File: config.mk
export PLATFORM = sky130hd
export DESIGN_NAME = ahb_bus_arbiter
export DESIGN_NICKNAME = d
export VERILOG_FILES = /design/src/rtl/ahb_arb_pkg.sv /design/src/rtl/ahb_rr_picker.sv /design/src/rtl/ahb_bus_arbiter.sv
export SDC_FILE = /design/constraint.sdc
export NUM_CORES = 1
export LEC_CHECK = 0
export ABC_AREA = 1
export CAP_MARGIN = 15
export CORE_ASPECT_RATIO = 1.2
export CORE_MARGIN = 1.5
export CORE_UTILIZATION = 55
export CTS_CLUSTER_DIAMETER = 200
export DETAILED_ROUTE_END_ITERATION = 16
export PLACE_DENSITY = 0.93
export REMOVE_ABC_BUFFERS = 1
export SYNTH_ARGS = -nofsm -noshare
export SYNTH_HDL_FRONTEND = slang
export SYNTH_HIERARCHICAL = 1
export SYNTH_SLANG_ARGS = --single-unit
File: constraint.sdc
create_clock -name clk -period 2.3 [get_ports clk]
set_input_delay 0.46 -clock clk [delete_from_list [all_inputs] [get_ports clk]]
set_output_delay 0.46 -clock clk [all_outputs]
set_load 0.005 [all_outputs]
File: src/rtl/ahb_arb_pkg.sv
// Shared types and helpers for the AHB round-robin bus arbiter:
// transfer/burst encodings, arbiter FSM states and the burst length decoder.
package ahb_arb_pkg;

  typedef enum logic [1:0] {
    HTRANS_IDLE   = 2'd0,
    HTRANS_BUSY   = 2'd1,
    HTRANS_NONSEQ = 2'd2,
    HTRANS_SEQ    = 2'd3
  } htrans_e;

  typedef enum logic [2:0] {
    HBURST_SINGLE = 3'd0,
    HBURST_INCR   = 3'd1,
    HBURST_WRAP4  = 3'd2,
    HBURST_INCR4  = 3'd3,
    HBURST_WRAP8  = 3'd4,
    HBURST_INCR8  = 3'd5,
    HBURST_WRAP16 = 3'd6,
    HBURST_INCR16 = 3'd7
  } hburst_e;

  typedef enum logic [1:0] {
    ARB    = 2'd0,
    BURST  = 2'd1,
    LOCKED = 2'd2
  } arb_state_e;

  // Wide enough to hold a 16-beat count.
  localparam int BEAT_W = 5;

  // Number of beats in a fixed-length burst; SINGLE and undefined-length INCR
  // report 1 so the arbiter treats them as re-arbitrable every beat.
  function automatic logic [BEAT_W-1:0] burst_beats(input hburst_e burst);
    logic [BEAT_W-1:0] beats;
    case (burst)
      HBURST_WRAP4,  HBURST_INCR4:  beats = 5'd4;
      HBURST_WRAP8,  HBURST_INCR8:  beats = 5'd8;
      HBURST_WRAP16, HBURST_INCR16: beats = 5'd16;
      default:                      beats = 5'd1;
    endcase
    return beats;
  endfunction

endpackage

File: src/rtl/ahb_rr_picker.sv
// Combinational round-robin picker: searches req upward starting just after
// ptr, wrapping around, and reports the first requester found.
module ahb_rr_picker
  import ahb_arb_pkg::*;
#(
  parameter  int NUM_MASTERS = 4,
  localparam int MW          = $clog2(NUM_MASTERS)
) (
  input  logic [NUM_MASTERS-1:0] req,
  input  logic [MW-1:0]          ptr,
  output logic [MW-1:0]          winner,
  output logic                   valid
);

  logic [MW-1:0] idx_s;
  logic          hit_s;

  // Scan the NUM_MASTERS positions after ptr; the first hit is kept.
  always_comb begin
    winner = '0;
    valid  = 1'b0;
    idx_s  = '0;
    hit_s  = 1'b0;
    for (int i = 1; i <= NUM_MASTERS; i++) begin
      idx_s  = MW'((int'(ptr) + i) % NUM_MASTERS);
      hit_s  = !valid && req[idx_s];
      winner = hit_s ? idx_s : winner;
      valid  = valid | hit_s;
    end
  end

endmodule

File: src/rtl/ahb_bus_arbiter.sv
// Round-robin AHB bus arbiter. Grants are re-evaluated only at arbitration
// points (every beat of SINGLE/INCR traffic, the last address beat of a
// fixed-length burst, early burst termination, or lock release) and the
// grant is pipelined into the address-phase and data-phase owner indices.
module ahb_bus_arbiter
  import ahb_arb_pkg::*;
#(
  parameter  int NUM_MASTERS    = 4,
  parameter  int DEFAULT_MASTER = 0,
  localparam int MW             = $clog2(NUM_MASTERS)
) (
  input  logic                   clk,
  input  logic                   rst_n,
  input  logic [NUM_MASTERS-1:0] hbusreq,
  input  logic [NUM_MASTERS-1:0] hlock,
  input  logic [1:0]             htrans,
  input  logic [2:0]             hburst,
  input  logic                   hready,
  output logic [NUM_MASTERS-1:0] hgrant,
  output logic [MW-1:0]          hmaster,
  output logic [MW-1:0]          hmaster_d,
  output logic                   hmastlock
);

  localparam logic [MW-1:0]          DEF_IDX   = MW'(DEFAULT_MASTER);
  localparam logic [NUM_MASTERS-1:0] ONE_HOT0  = {{(NUM_MASTERS-1){1'b0}}, 1'b1};
  localparam logic [NUM_MASTERS-1:0] DEF_GRANT = ONE_HOT0 << DEFAULT_MASTER;

  arb_state_e             state_r, nxt_state_s;
  logic [BEAT_W-1:0]      cnt_r, nxt_cnt_s;
  logic [MW-1:0]          ptr_r, gidx_r, hmaster_r, hmaster_d_r;
  logic [NUM_MASTERS-1:0] hgrant_r;
  logic                   hmastlock_r;
  logic [MW-1:0]          win_s, pick_idx_s;
  logic                   win_valid_s;
  logic                   grant_en_s;
  logic                   owner_lock_s;
  htrans_e                trans_s;
  logic [BEAT_W-1:0]      beats_s;

  ahb_rr_picker #(.NUM_MASTERS(NUM_MASTERS)) u_picker (
    .req    (hbusreq),
    .ptr    (ptr_r),
    .winner (win_s),
    .valid  (win_valid_s)
  );

  assign trans_s      = htrans_e'(htrans);
  assign beats_s      = burst_beats(hburst_e'(hburst));
  assign owner_lock_s = hlock[hmaster_r];
  // With nobody requesting the bus parks on the default master.
  assign pick_idx_s   = win_valid_s ? win_s : DEF_IDX;

  // FSM state and burst beat counter; everything holds while hready is low.
  always_ff @(posedge clk or negedge rst_n) begin
    if (!rst_n) begin
      state_r <= ARB;
      cnt_r   <= '0;
    end else if (hready) begin
      state_r <= nxt_state_s;
      cnt_r   <= nxt_cnt_s;
    end
  end

  // Next state: lock is checked before burst length so a locked burst is
  // governed purely by hlock, not by the beat count.
  always_comb begin
    nxt_state_s = state_r;
    nxt_cnt_s   = cnt_r;
    case (state_r)
      ARB: begin
        if (trans_s == HTRANS_NONSEQ && owner_lock_s) begin
          nxt_state_s = LOCKED;
          nxt_cnt_s   = 5'd0;
        end else if (trans_s == HTRANS_NONSEQ && beats_s != 5'd1) begin
          nxt_state_s = BURST;
          nxt_cnt_s   = beats_s - 5'd1;
        end else begin
          nxt_state_s = ARB;
          nxt_cnt_s   = 5'd0;
        end
      end
      BURST: begin
        if (trans_s == HTRANS_SEQ) begin
          if (cnt_r <= 5'd1) begin
            nxt_state_s = ARB;
            nxt_cnt_s   = 5'd0;
          end else begin
            nxt_state_s = BURST;
            nxt_cnt_s   = cnt_r - 5'd1;
          end
        end else if (trans_s == HTRANS_BUSY) begin
          nxt_state_s = BURST;
          nxt_cnt_s   = cnt_r;
        end else begin
          // IDLE or NONSEQ mid-burst: the master abandoned the burst.
          nxt_state_s = ARB;
          nxt_cnt_s   = 5'd0;
        end
      end
      LOCKED: begin
        if (owner_lock_s) begin
          nxt_state_s = LOCKED;
        end else begin
          nxt_state_s = ARB;
        end
        nxt_cnt_s = 5'd0;
      end
      default: begin
        nxt_state_s = ARB;
        nxt_cnt_s   = 5'd0;
      end
    endcase
  end

  // Arbitration point: every accepted edge that lands (or stays) in ARB.
  always_comb begin
    grant_en_s = 1'b0;
    case (nxt_state_s)
      ARB:     grant_en_s = hready;
      BURST:   grant_en_s = 1'b0;
      LOCKED:  grant_en_s = 1'b0;
      default: grant_en_s = 1'b0;
    endcase
  end

  // Grant, rotation pointer and owner pipeline (grant -> hmaster -> hmaster_d).
  always_ff @(posedge clk or negedge rst_n) begin
    if (!rst_n) begin
      gidx_r      <= DEF_IDX;
      hgrant_r    <= DEF_GRANT;
      ptr_r       <= DEF_IDX;
      hmaster_r   <= DEF_IDX;
      hmaster_d_r <= DEF_IDX;
      hmastlock_r <= 1'b0;
    end else if (hready) begin
      if (grant_en_s) begin
        gidx_r   <= pick_idx_s;
        hgrant_r <= ONE_HOT0 << pick_idx_s;
        if (win_valid_s) begin
          ptr_r <= win_s;
        end
      end
      hmaster_r   <= gidx_r;
      hmastlock_r <= hlock[gidx_r];
      hmaster_d_r <= hmaster_r;
    end
  end

  assign hgrant    = hgrant_r;
  assign hmaster   = hmaster_r;
  assign hmaster_d = hmaster_d_r;
  assign hmastlock = hmastlock_r;

endmodule

# Word level (Yosys, flattened, before mapping)
# Index checks and enable logic that the tools add are counted.
[totals]
reg_bits = 20
latch_bits = 0
ram_bits = 0
rom_bits = 0
in_bits = 16
output_inout_bits = 9
word_cells = 86
memories = 0
[classes]
addsub = 6
mul = 0
div_mod_pow = 0
n_lt_le_gt_ge = 7
eq_ne = 13
shift = 1
n_mux = 32
bitwise_logic = 3
n_reduce_logical = 16
[op_table]
columns = ["cell", "n"]
rows = [
  ["$mux 5", 5],
  ["$lt 2x3->1 const B", 6],
  ["$mux 2", 8],
  ["$pmux 5 s3", 1],
  ["$bmux 1 s2", 6],
  ["$eq 3x3->1 const B", 4],
  ["$mux 1", 10],
  ["$pmux 5 s2", 1],
  ["$sub 5x1->5 const B", 2],
  ["$eq 2x2->1 const B", 3],
  ["$eq 3x2->1 const B", 2],
  ["$pmux 2 s3", 1],
  ["$reduce_or 2->1", 3],
  ["$le 5x1->1 const B", 1],
  ["$logic_and 1x1->1", 5],
  ["$ne 5x1->1 const B", 1],
  ["$add 2x1->2 const B", 2],
  ["$add 2x2->2 const B", 2],
  ["$eq 2x1->1 const B", 2],
  ["$logic_not 2->1", 2],
  ["$reduce_and 2->1", 2],
  ["$shl 1x2->4 const A", 1],
  ["$logic_not 1->1", 3],
  ["$ne 3x3->1 const B", 1],
  ["other kinds (2)", 4],
]

# Logic depth before layout (Yosys ltp)
# Gate-level depths: netlist of the first run.
[logic_depth]
ltp_word = 14
mapped_depth = 12

# By module
# Netlist of the first run, hierarchy kept.
[modules_own_cells]
columns = ["mod", "instances", "cells_each", "area_per_inst_um2", "seq_area_each_um2"]
rows = [
  ["ahb_bus_arbiter", 1, 134, 1064.8, 501.7],
  ["ahb_rr_picker", 1, 49, 290.3, 0.0],
]

# Worst setup path after synthesis of the first run
# No wires, ideal clock.
[synth_path]
path_kind = "reg2reg"
from = "reg ptr_r[0]"
to = "reg gidx_r[1]"
setup_time_ns = 0.118
arrival_ns = 1.392
t_required_ns = 2.182
slack_ns = 0.790
path_stages_with_launch = 11
synth_period_minus_slack_ns = 1.510
cell_sequence = "dfrtp_1 -> buf_6 -> nand2_1 -> nand2_4 -> nand2_4 -> nand2_4 -> nor2_4 -> nand4_1 -> nand2_1 -> nand3b_1 -> nand2_1"
[synth_via]
elab_chain_len = 13
elab_cells_between_ends = 26
classes_between = "4 x add/sub; 13 x mux; 3 x bitwise; 6 x reduce/logical"
[synth_lines]
columns = ["item", "line_no", "source"]
rows = [
  ["start, declared", "ahb_bus_arbiter.sv:31", "logic [MW-1:0] ptr_r, gidx_r, hmaster_r, hmaster_d_r;"],
  ["start signal, assigned", "ahb_bus_arbiter.sv:141", "ptr_r <= win_s;"],
  ["$add 2x1->2", "ahb_rr_picker.sv:25", "idx_s = MW'((int'(ptr) + i) % NUM_MASTERS);"],
  ["$bmux 1 s2", "ahb_rr_picker.sv:26", "hit_s = !valid && req[idx_s];"],
  ["$mux 1 (implied by the code)", "ahb_rr_picker.sv:26", ""],
  ["$logic_not 1->1", "ahb_rr_picker.sv:26", ""],
  ["$logic_and 1x1->1", "ahb_rr_picker.sv:26", ""],
  ["$or 1x1->1", "ahb_rr_picker.sv:28", "valid = valid | hit_s;"],
  ["$logic_not 1->1", "ahb_rr_picker.sv:26", ""],
  ["$logic_and 1x1->1", "ahb_rr_picker.sv:26", ""],
  ["$or 1x1->1", "ahb_rr_picker.sv:28", ""],
  ["$logic_not 1->1", "ahb_rr_picker.sv:26", ""],
  ["$logic_and 1x1->1", "ahb_rr_picker.sv:26", ""],
  ["$or 1x1->1 (*)", "ahb_rr_picker.sv:28", ""],
  ["named net win_valid_s", "ahb_bus_arbiter.sv:35", "logic win_valid_s;"],
  ["$mux 2 (*)", "ahb_bus_arbiter.sv:52", "assign pick_idx_s = win_valid_s ? win_s : DEF_IDX;"],
  ["end signal, assigned", "ahb_bus_arbiter.sv:138", "gidx_r <= pick_idx_s;"],
  ["end, declared", "ahb_bus_arbiter.sv:31", ""],
]
# Mark *: on every way through the listed nets, which the timed path passes. The rest lies on a longest branch. The select of a mux whose other input is x is not followed.
# A chain may end at the register's enable or synchronous reset.

# Worst setup path in the final report of the first run
[layout_path]
from = "reg ptr_r[0]"
to = "reg gidx_r[0]"
# Same word-level chain as after synthesis.

==> results.py, run 1 <==
metrics = {
    "run_status": {
        "status": "completed",
    },
    "global_route": {
        "grt_util_met2": 0.508,
        "grt_pass1_wl_mm": 5.62,
        "grt_pass1_vias": 1346,
        "met1_usage": 0.277,
        "grt_use_met3": 0.0236,
        "grt_usage": 0.255,
        "grt_max_degree": 21,
        "antenna_found_initial": 0,
        "grt_busiest_layer": "met2",
        "grt.overflow.total": 0,
    },
    "drt": {
        "dr.pass1.iters": 4,
        "drt_iter0_markers": 26,
        "via_per_inst": 5.45,
        "routed_wl_mm": 3.05,
        "wl_per_cell_um": 12.6,
        "ant_nets": 0,
        "drcViolationCount": 0,
        "vias": 1314,
    },
    "finish": {
        "drive_above_1_share": 0.176,
        "diodes": 0,
        "nNetsFinal": 229,
        "num-fill-cells": 174,
        "final_area_sq_um": 1660,
        "area_delta_synth_final_pct": 22.4,
    },
    "yosys": {
        "synth_largest_area_cell": "dfrtp_1",
        "netlist.area_leader.share": 0.351,
        "synth_area_leaders": "dfrtp_1, nand2_1, nand2_2",
        "async_flop_share": 1.00,
        "yosysMostFrequentCell": "nand2_1",
        "yosysUniqueCellTypes": 27,
        "synthTopCellsByCount": "nand2_1, dfrtp_1, nand3_1",
        "syn_area_sq_um": 1360,
        "synthFlopType": "dfrtp_1",
        "synthesis.instances": 183,
        "yosysSeqAreaShare": 0.370,
        "ys_seq_elements": 20,
        "synth_edf_count": 0,
        "avgSynthCellArea_sq_um": 7.40,
        "ys_warn_count": 6,
    },
    "die": {
        "io_pins": 25,
        "initial_utilization": 0.588,
        "die_h_um": 57.4,
        "std_cell_rows": 19,
        "die-area_sq_um": 2770,
        "die_width_um": 48.3,
        "coreArea_sq_um": 2310,
    },
    "clock_network": {
        "cts_made_buffers": 3,
        "ctsHoldBuffers": 0,
        "clk_latency_ns": 0.30,
        "ctsHtreeMaxLevel": 1,
        "post_cts_resized": 0,
        "tritoncts": "yes",
        "cts_root_buffer": "clkbuf_4",
        "post_cts_buffers": 0,
        "cts.sinks": 20,
        "clkSlewWorstSetupHoldPaths_ns": 0.11,
        "clockBufferDepth": 2,
    },
    "sta": {
        "fin_crit_sh": 0.804,
        "rsz0062_at_grt": "no",
        "hold_viol_final": 0,
        "skew_ns": 0.00401,
        "tns_ns": 0,
        "tightest_slew_ns": 0.428,
        "slew_headroom": 0.714,
        "setup_viol": 0,
        "max_freq_ghz": 0.541,
        "fin_ws_ns": 0.451,
        "slew_viol_final": 0,
        "period_minus_slack_ns": 1.85,
    },
    "worst_setup_path": {
        "cpLargestDelayFamily": "simple AND/OR/NAND/NOR gates",
        "path_depth": 10,
        "cp-start-kind": "flop",
        "reg2reg_slack_ns": 0.45,
        "worstPathArrival_ns": 2.05,
        "worst-setup-path-type": "flop to flop",
        "slowest_delay_ns": 0.62,
        "slowest_stage": "dfrtp_1",
        "worstPathCellList": "inv_6 -> nand2_2 -> nand2_1 -> nand2_1 -> nand2_2 -> nor2_4 -> nand4_1 -> nand2_1 -> nand3b_1 -> nand2_1",
        "worst-endpoint-required_ns": 2.50,
        "path_max_fanout": 11,
        "cp-end-kind": "flop",
        "cpMostUsedCell": "nand2_1",
        "critPathBufInv": 1,
        "ff2ff_path_depth": 10,
    },
    "placement": {
        "routabilityCongestion": 0.855,
        "pre_cts_slack_ns": 0.193,
        "hpwl_mm": 2.47,
        "placed_area_sq_um": 1620,
        "port_buffers": 23,
    },
    "power_and_ir_drop": {
        "peakVddDrop_mv": 0.807,
        "p_leak_nw": 0.792,
        "powerDensity_nw_per_um2": 1080,
    },
    "min_path": {
        "hp-class": "primary input to async pin",
    },
    "job": {
        "maxCapViolations": 0,
    },
}
## metal layers
| metal | wire length (um) | part of all wire |
|---|---|---|
| met1 | 1210 | 0.40 |
| met2 | 1710 | 0.56 |
| met3 | 104 | 0.034 |
| met4 | 31 | 0.010 |
| met5 | 0 | 0 |
## cells by family after synthesis
logic type | count (synthesis) | share of synthesized area
buf+inv | 20 | 0.0656
compound gates | 29 | 0.118
flops | 20 | 0.370
simple gates | 110 | 0.415
xor+xnor | 2 | 0.0129
fa+ha+maj | 2 | 0.0185
## layout make-up
| type | count | area [sq um] | area share |
|---|---|---|---|
| well taps | 31 | 38.8 | 0.0234 |
| multi-input cells | 143 | 764 | 0.461 |
| flip-flops and latches | 20 | 502 | 0.302 |
| repair buffers | 25 | 245 | 0.148 |
| inverters | 18 | 72.6 | 0.0437 |
| clock buffers | 4 | 36.3 | 0.0219 |
## stage by stage
stage               cells  total power (W)  hold WS [ns]  utilization
detailed placement    237          0.00160         0.473        0.704
floorplan             181          0.00129         0.164            -
finish                241          0.00179         0.489        0.719
global placement      237          0.00153         0.464        0.704
global route          241          0.00196         0.503        0.719
CTS                   241          0.00180         0.489        0.719
## where the power goes
| group | leakage (nW) | internal, W | switching (W) | total, W |
|---|---|---|---|---|
| Sequential | 0.258 | 0.000460 | 0.000115 | 0.000576 |
| Clock | 0.0210 | 0.0000965 | 0.000102 | 0.000198 |
| Combinational | 0.513 | 0.000427 | 0.000594 | 0.00102 |
| Total | 0.792 | 0.000984 | 0.000811 | 0.00179 |
## flip-flops by register name (all words and copies together) (netlist names)
register / cells
cnt_r: 5
gidx_r: 2
hgrant: 4
hmaster: 2
hmaster_d: 2
hmastlock: 1
ptr_r: 2
state_r: 2
## cells in the final DEF, fill, tap and decap left out
master	netlist	routed
nand2_1	54	54
clkdlybuf4s50_1	0	23
dfrtp_1	19	19
nand3_1	16	16
inv_1	13	13
nand2_2	13	13
o21ai_0	12	12
nor2_1	8	8
o21ai_1	7	7
nand2_4	6	6
nand4_1	5	5
inv_2	4	4
a21oi_1	4	4
nor2_4	3	3
nand3b_1	3	3
clkbuf_4	0	3
nor2_2	2	2
o21a_1	2	2
ha_1	2	2
buf_4	0	2
o21bai_1	1	1
a21oi_2	1	1
o31ai_1	1	1
a31oi_1	1	1
xnor2_1	1	1
xor2_1	1	1
clkbuf_8	0	1
dfstp_2	1	1
inv_6	1	1
## path summary, 6_finish.rpt
path,start,end
worst max register to register,ptr_r[0],gidx_r[0]
worst min register to register,hgrant[0],hgrant[0]
min in group clk,hgrant[0],hgrant[0]
worst min-delay path,rst_n,hmaster_d[0]
max in group asynchronous,rst_n,hgrant[0]
worst max-delay path,ptr_r[0],gidx_r[0]
Note: power is estimated with default switching activity, not from simulation.
==> run 2, diff against run 1 <==
--- a/config.mk
+++ b/config.mk
@@ -9,10 +9,10 @@
 export CAP_MARGIN = 15
 export CORE_ASPECT_RATIO = 1.2
 export CORE_MARGIN = 1.5
-export CORE_UTILIZATION = 55
+export CORE_UTILIZATION = 47
 export CTS_CLUSTER_DIAMETER = 200
 export DETAILED_ROUTE_END_ITERATION = 16
-export PLACE_DENSITY = 0.93
+export PLACE_DENSITY = 0.86
 export REMOVE_ABC_BUFFERS = 1
 export SYNTH_ARGS = -nofsm -noshare
 export SYNTH_HDL_FRONTEND = slang
==> constraint.sdc (replaced) <==
create_clock -name clk -period 1.66 [get_ports clk]
set_input_delay 0.332 -clock clk [delete_from_list [all_inputs] [get_ports clk]]
set_output_delay 0.332 -clock clk [all_outputs]
set_load 0.005 [all_outputs]
==> results.py, run 2 (synthesized netlist as in run 1, its figures left out) <==
metrics = {
    "run_status": {
        "status": "completed",
    },
    "worst_setup_path": {
        "worstPathCellList": "inv_6 -> nand2_1 -> nand2_2 -> nand2_4 -> nand2_4 -> nor2_1 -> a21oi_1 -> nand3_1 -> buf_4 -> nand3_1 -> o21ai_1",
        "slowest_stage": "dfrtp_2",
        "cp-end-kind": "flop",
        "worst-endpoint-required_ns": 1.87,
        "path_max_fanout": 8,
        "reg2reg_slack_ns": 0.02,
        "worstPathArrival_ns": 1.85,
        "r2r_start": "ptr_r[0]",
        "worst-setup-path-type": "flop to flop",
        "rr_endpoint": "hgrant[3]",
        "slowest_delay_ns": 0.50,
        "ff2ff_path_depth": 11,
        "cp-start-kind": "flop",
    },
    "power_and_ir_drop": {
        "peakVddDrop_mv": 0.900,
        "p_leak_nw": 0.859,
        "powerDensity_nw_per_um2": 1580,
    },
    "sta": {
        "rsz0062_at_grt": "yes",
        "slew_headroom": 0.827,
        "skew_ns": 0.00858,
        "fin_crit_sh": 0.989,
        "period_minus_slack_ns": 1.64,
        "tns_ns": 0,
        "setup_viol": 0,
        "holdWs_ns": 0.348,
        "tightest_slew_ns": 0.259,
        "max_freq_ghz": 0.609,
        "hold_viol_final": 0,
        "slew_viol_final": 0,
    },
    "finish": {
        "drive_above_1_share": 0.239,
        "area_delta_synth_final_pct": 31.2,
        "nNetsFinal": 241,
        "largest_register": "cnt_r",
        "final_common_cell": "nand2_1",
        "mostFrequentLayoutCells": "nand2_1, clkdlybuf4s50_1, dfrtp_1, nand3_1, nand2_2",
        "largest_reg_flops": 5,
        "final_area_sq_um": 1780,
        "diodes": 0,
        "instances_no_fill": 256,
    },
    "global_route": {
        "antenna_found_initial": 0,
        "grt_pass1_wl_mm": 4.72,
        "grt_max_degree": 21,
        "grt_pass1_vias": 1186,
        "grt_usage": 0.195,
        "grt.overflow.total": 0,
    },
    "drt": {
        "wl_per_cell_um": 11.1,
        "via_per_inst": 5.10,
        "routed_wl_mm": 2.83,
        "ant_nets": 0,
        "drcViolationCount": 0,
        "drt_iter0_markers": 36,
        "vias": 1306,
        "dr.pass1.iters": 4,
    },
    "die": {
        "coreArea_sq_um": 2760,
        "io_pins": 25,
        "die_width_um": 52.0,
        "initial_utilization": 0.491,
        "std_cell_rows": 21,
        "die_h_um": 61.8,
        "die-area_sq_um": 3220,
    },
    "clock_network": {
        "clockBufferDepth": 2,
        "cts_root_buffer": "clkbuf_4",
        "clkSlewWorstSetupHoldPaths_ns": 0.12,
        "ctsHoldBuffers": 0,
        "ctsHtreeMaxLevel": 1,
        "cts.sinks": 20,
        "clk_latency_ns": 0.31,
        "post_cts_buffers": 0,
        "tritoncts": "yes",
        "cts_made_buffers": 3,
    },
    "placement": {
        "dp.cells": 252,
        "routabilityCongestion": 0.797,
        "placed_area_sq_um": 1720,
        "port_buffers": 23,
        "hpwl_mm": 2.23,
    },
    "job": {
        "maxCapViolations": 0,
    },
    "min_path": {
        "hp-class": "primary input to async pin",
    },
}
==> run 2: cell type report <==
type / count / area, sq um
multi-input cells: 143 / 773
well taps: 34 / 42.5
repair buffers: 37 / 334
fillers: 240 / 981
inverters: 18 / 72.6
flip-flops and latches: 20 / 503
clock inverters: 1 / 30.0
clock buffers: 3 / 22.5
==> run 2: repair_timing <==
action | in CTS | in global routing
gates cloned | 0 | 0
resized for setup | 2 | 3
endpoints found under the setup margin | 9 | 8
pin swaps | 0 | 5
==> run 2: per-layer routing <==
metal  up-vias  track usage  routed length (um)
li1        675            -                   -
met1       590        0.213                1210
met2        36        0.382                1470
met3         5       0.0215                 103
met4         0       0.0752                  42
met5         -            0                   0
==> run 2: critical path: cells and delay by family, from the launching register on <==
| kind | cells | cell delay [ns] |
|---|---|---|
| compound gates | 2 | 0.20 |
| buf+inv | 2 | 0.27 |
| simple gates | 7 | 0.56 |
| flops | 1 | 0.50 |
==> run 2: metrics by stage <==
step / util / power [W] / setup WS [ns]
2_1_floorplan: - / 0.00179 / 0.0742
3_3_place_gp: 0.622 / 0.00236 / -0.246
3_5_place_dp: 0.622 / 0.00240 / -0.268
4_1_cts: 0.641 / 0.00281 / 0.00751
5_1_grt: 0.644 / 0.00306 / -0.169
6_report: 0.644 / 0.00282 / 0.0189
==> run 2: where the power goes <==
group,internal (W),total [W],switching (W)
clock,0.000244,0.000402,0.000158
sequential,0.000641,0.000784,0.000143
combinational,0.000765,0.00163,0.000864
==> run 2: how the worst max path moves through the flow <==
stage	startpoint	end	slack, ns	cells past startpoint
finish	ptr_r[0]	hgrant[3]	0.02	11
floorplan	ptr_r[0]	gidx_r[1]	0.07	10
CTS	ptr_r[0]	ptr_r[0]	0.008	11
global placement	hbusreq[0]	ptr_r[0]	-0.25	11
detailed placement	hbusreq[2]	ptr_r[0]	-0.27	11
global route	ptr_r[0]	ptr_r[1]	-0.17	11
==> run 3, diff against run 2 <==
--- a/config.mk
+++ b/config.mk
@@ -13,7 +13,6 @@
 export CTS_CLUSTER_DIAMETER = 200
 export DETAILED_ROUTE_END_ITERATION = 16
 export PLACE_DENSITY = 0.86
-export REMOVE_ABC_BUFFERS = 1
 export SYNTH_ARGS = -nofsm -noshare
 export SYNTH_HDL_FRONTEND = slang
 export SYNTH_HIERARCHICAL = 1
==> results.py, run 3 (synthesized netlist as in run 1, its figures left out) <==
metrics = {
    "worst_setup_path": {
        "reg2reg_slack_ns": 0.03,
        "cp-start-kind": "flop",
        "worstPathArrival_ns": 1.88,
        "worst-setup-path-type": "flop to flop",
        "cp-end-kind": "flop",
        "path_max_fanout": 8,
        "worst-endpoint-required_ns": 1.91,
    },
    "die": {
        "std_cell_rows": 21,
        "die_width_um": 52.0,
        "die_h_um": 61.8,
        "initial_utilization": 0.491,
        "die-area_sq_um": 3220,
        "coreArea_sq_um": 2760,
        "io_pins": 25,
    },
    "clock_network": {
        "cts_made_buffers": 3,
        "cts_root_buffer": "clkbuf_4",
        "tritoncts": "yes",
        "ctsHtreeMaxLevel": 1,
        "clkSlewWorstSetupHoldPaths_ns": 0.11,
        "cts.sinks": 20,
        "clk_latency_ns": 0.31,
        "ctsHoldBuffers": 0,
        "clockBufferDepth": 2,
    },
    "finish": {
        "largest_reg_flops": 5,
        "drive_above_1_share": 0.226,
        "nNetsFinal": 240,
        "final_common_cell": "nand2_1",
        "num-fill-cells": 256,
        "instances_no_fill": 255,
        "final_area_sq_um": 1740,
        "area_delta_synth_final_pct": 28.4,
        "largest_register": "cnt_r",
        "diodes": 0,
        "mostFrequentLayoutCells": "nand2_1, clkdlybuf4s50_1, dfrtp_1, nand3_1, nand2_2",
    },
    "drt": {
        "routed_wl_mm": 2.84,
        "ant_nets": 0,
        "wl_per_cell_um": 11.1,
        "drt_iter0_markers": 25,
        "drcViolationCount": 0,
        "via_per_inst": 5.11,
        "vias": 1304,
        "dr.pass1.iters": 4,
    },
    "sta": {
        "skew_ns": 0.0114,
        "fin_crit_sh": 0.981,
        "period_minus_slack_ns": 1.63,
        "max_freq_ghz": 0.614,
        "slew_viol_final": 0,
        "fin_ws_ns": 0.0308,
        "setup_viol": 0,
        "tightest_slew_ns": 0.265,
        "rsz0062_at_grt": "yes",
        "slew_headroom": 0.823,
        "hold_viol_final": 0,
    },
    "placement": {
        "pre_cts_slack_ns": -0.255,
        "dp.cells": 250,
        "port_buffers": 23,
        "hpwl_mm": 2.23,
        "routabilityCongestion": 0.878,
        "placed_area_sq_um": 1700,
    },
    "power_and_ir_drop": {
        "p_total_w": 0.00257,
        "peakVddDrop_mv": 0.847,
        "powerDensity_nw_per_um2": 1480,
        "p_leak_nw": 0.840,
    },
    "global_route": {
        "grt.overflow.total": 0,
        "grt_pass1_vias": 1163,
        "grt_max_degree": 21,
        "antenna_found_initial": 0,
        "grt_pass1_wl_mm": 4.54,
        "grt_usage": 0.190,
    },
    "job": {
        "maxCapViolations": 0,
    },
    "yosys": {
        "syn_nets": 201,
    },
    "run_status": {
        "status": "completed",
    },
    "min_path": {
        "hp-class": "primary input to async pin",
    },
}
==> run 3: cell types whose count changed in the layout (fill, tap and decap cells not counted) <==
| cell | before | now |
|---|---|---|
| clkbuf_1 | 0 | 1 |
| bufinv_16 | 1 | 0 |
| o21ai_1 | 6 | 7 |
| o21ai_2 | 1 | 0 |
| buf_4 | 14 | 13 |
==> run 3: final timing paths <==
check	depth (start not counted)	start	end
worst max-delay path	11	ptr_r[0]	gidx_r[0]
worst min-delay path	2	rst_n	state_r[0]
max in group asynchronous	2	rst_n	hgrant[0]
worst min register to register	2	hmaster_d[0]	hmaster_d[0]
min in group clk	2	hmaster_d[0]	hmaster_d[0]
worst max register to register	11	ptr_r[0]	gidx_r[0]
==> run 3: critical path, cell delays in order, from the launching register on <==
cell,delay (ns)
dfrtp_2,0.49
inv_6,0.11
nand2_2,0.05
nand2_2,0.08
inv_1,0.06
nand2_1,0.06
nand2_2,0.07
nand3b_1,0.16
nand3_1,0.12
nand2_1,0.10
nand3b_1,0.18
nand2_1,0.08
==> run 3: stage by stage <==
stage / TNS (ns) / hold slack [ns] / utilization
CTS: 0 / 0.367 / 0.629
finish: 0 / 0.359 / 0.631
detailed placement: -2.04 / 0.472 / 0.617
floorplan: 0 / 0.0364 / -
global route: -0.734 / 0.381 / 0.631
global placement: -1.63 / 0.467 / 0.617
==> run 3: power breakdown <==
part	switching (W)	total (W)	leakage, nW	internal (W)
Sequential	0.000138	0.000779	0.257	0.000641
Clock	0.000149	0.000243	0.0150	0.0000941
Combinational	0.000846	0.00155	0.568	0.000703
==> run 3: area by class of cell <==
class | instances | area [sq um] | share of cell area
inverters | 18 | 72.6 | 0.0417
clock buffers | 4 | 26.3 | 0.0151
flip-flops and latches | 20 | 503 | 0.289
multi-input cells | 143 | 769 | 0.442
well taps | 34 | 42.5 | 0.0244
repair buffers | 36 | 327 | 0.188
==> run 3: repair_timing <==
| item | CTS | global route |
|---|---|---|
| pin swaps | 0 | 1 |
| resized for setup | 2 | 2 |
| setup endpoints to repair | 9 | 8 |
| hold endpoints to repair | 0 | 0 |
| setup buffers | 1 | 0 |
==> run 3: layer usage <==
layer,track usage,wire length [um]
met1,0.206,1200
met2,0.356,1450
met3,0.0144,90
met4,0.120,98
met5,0,0
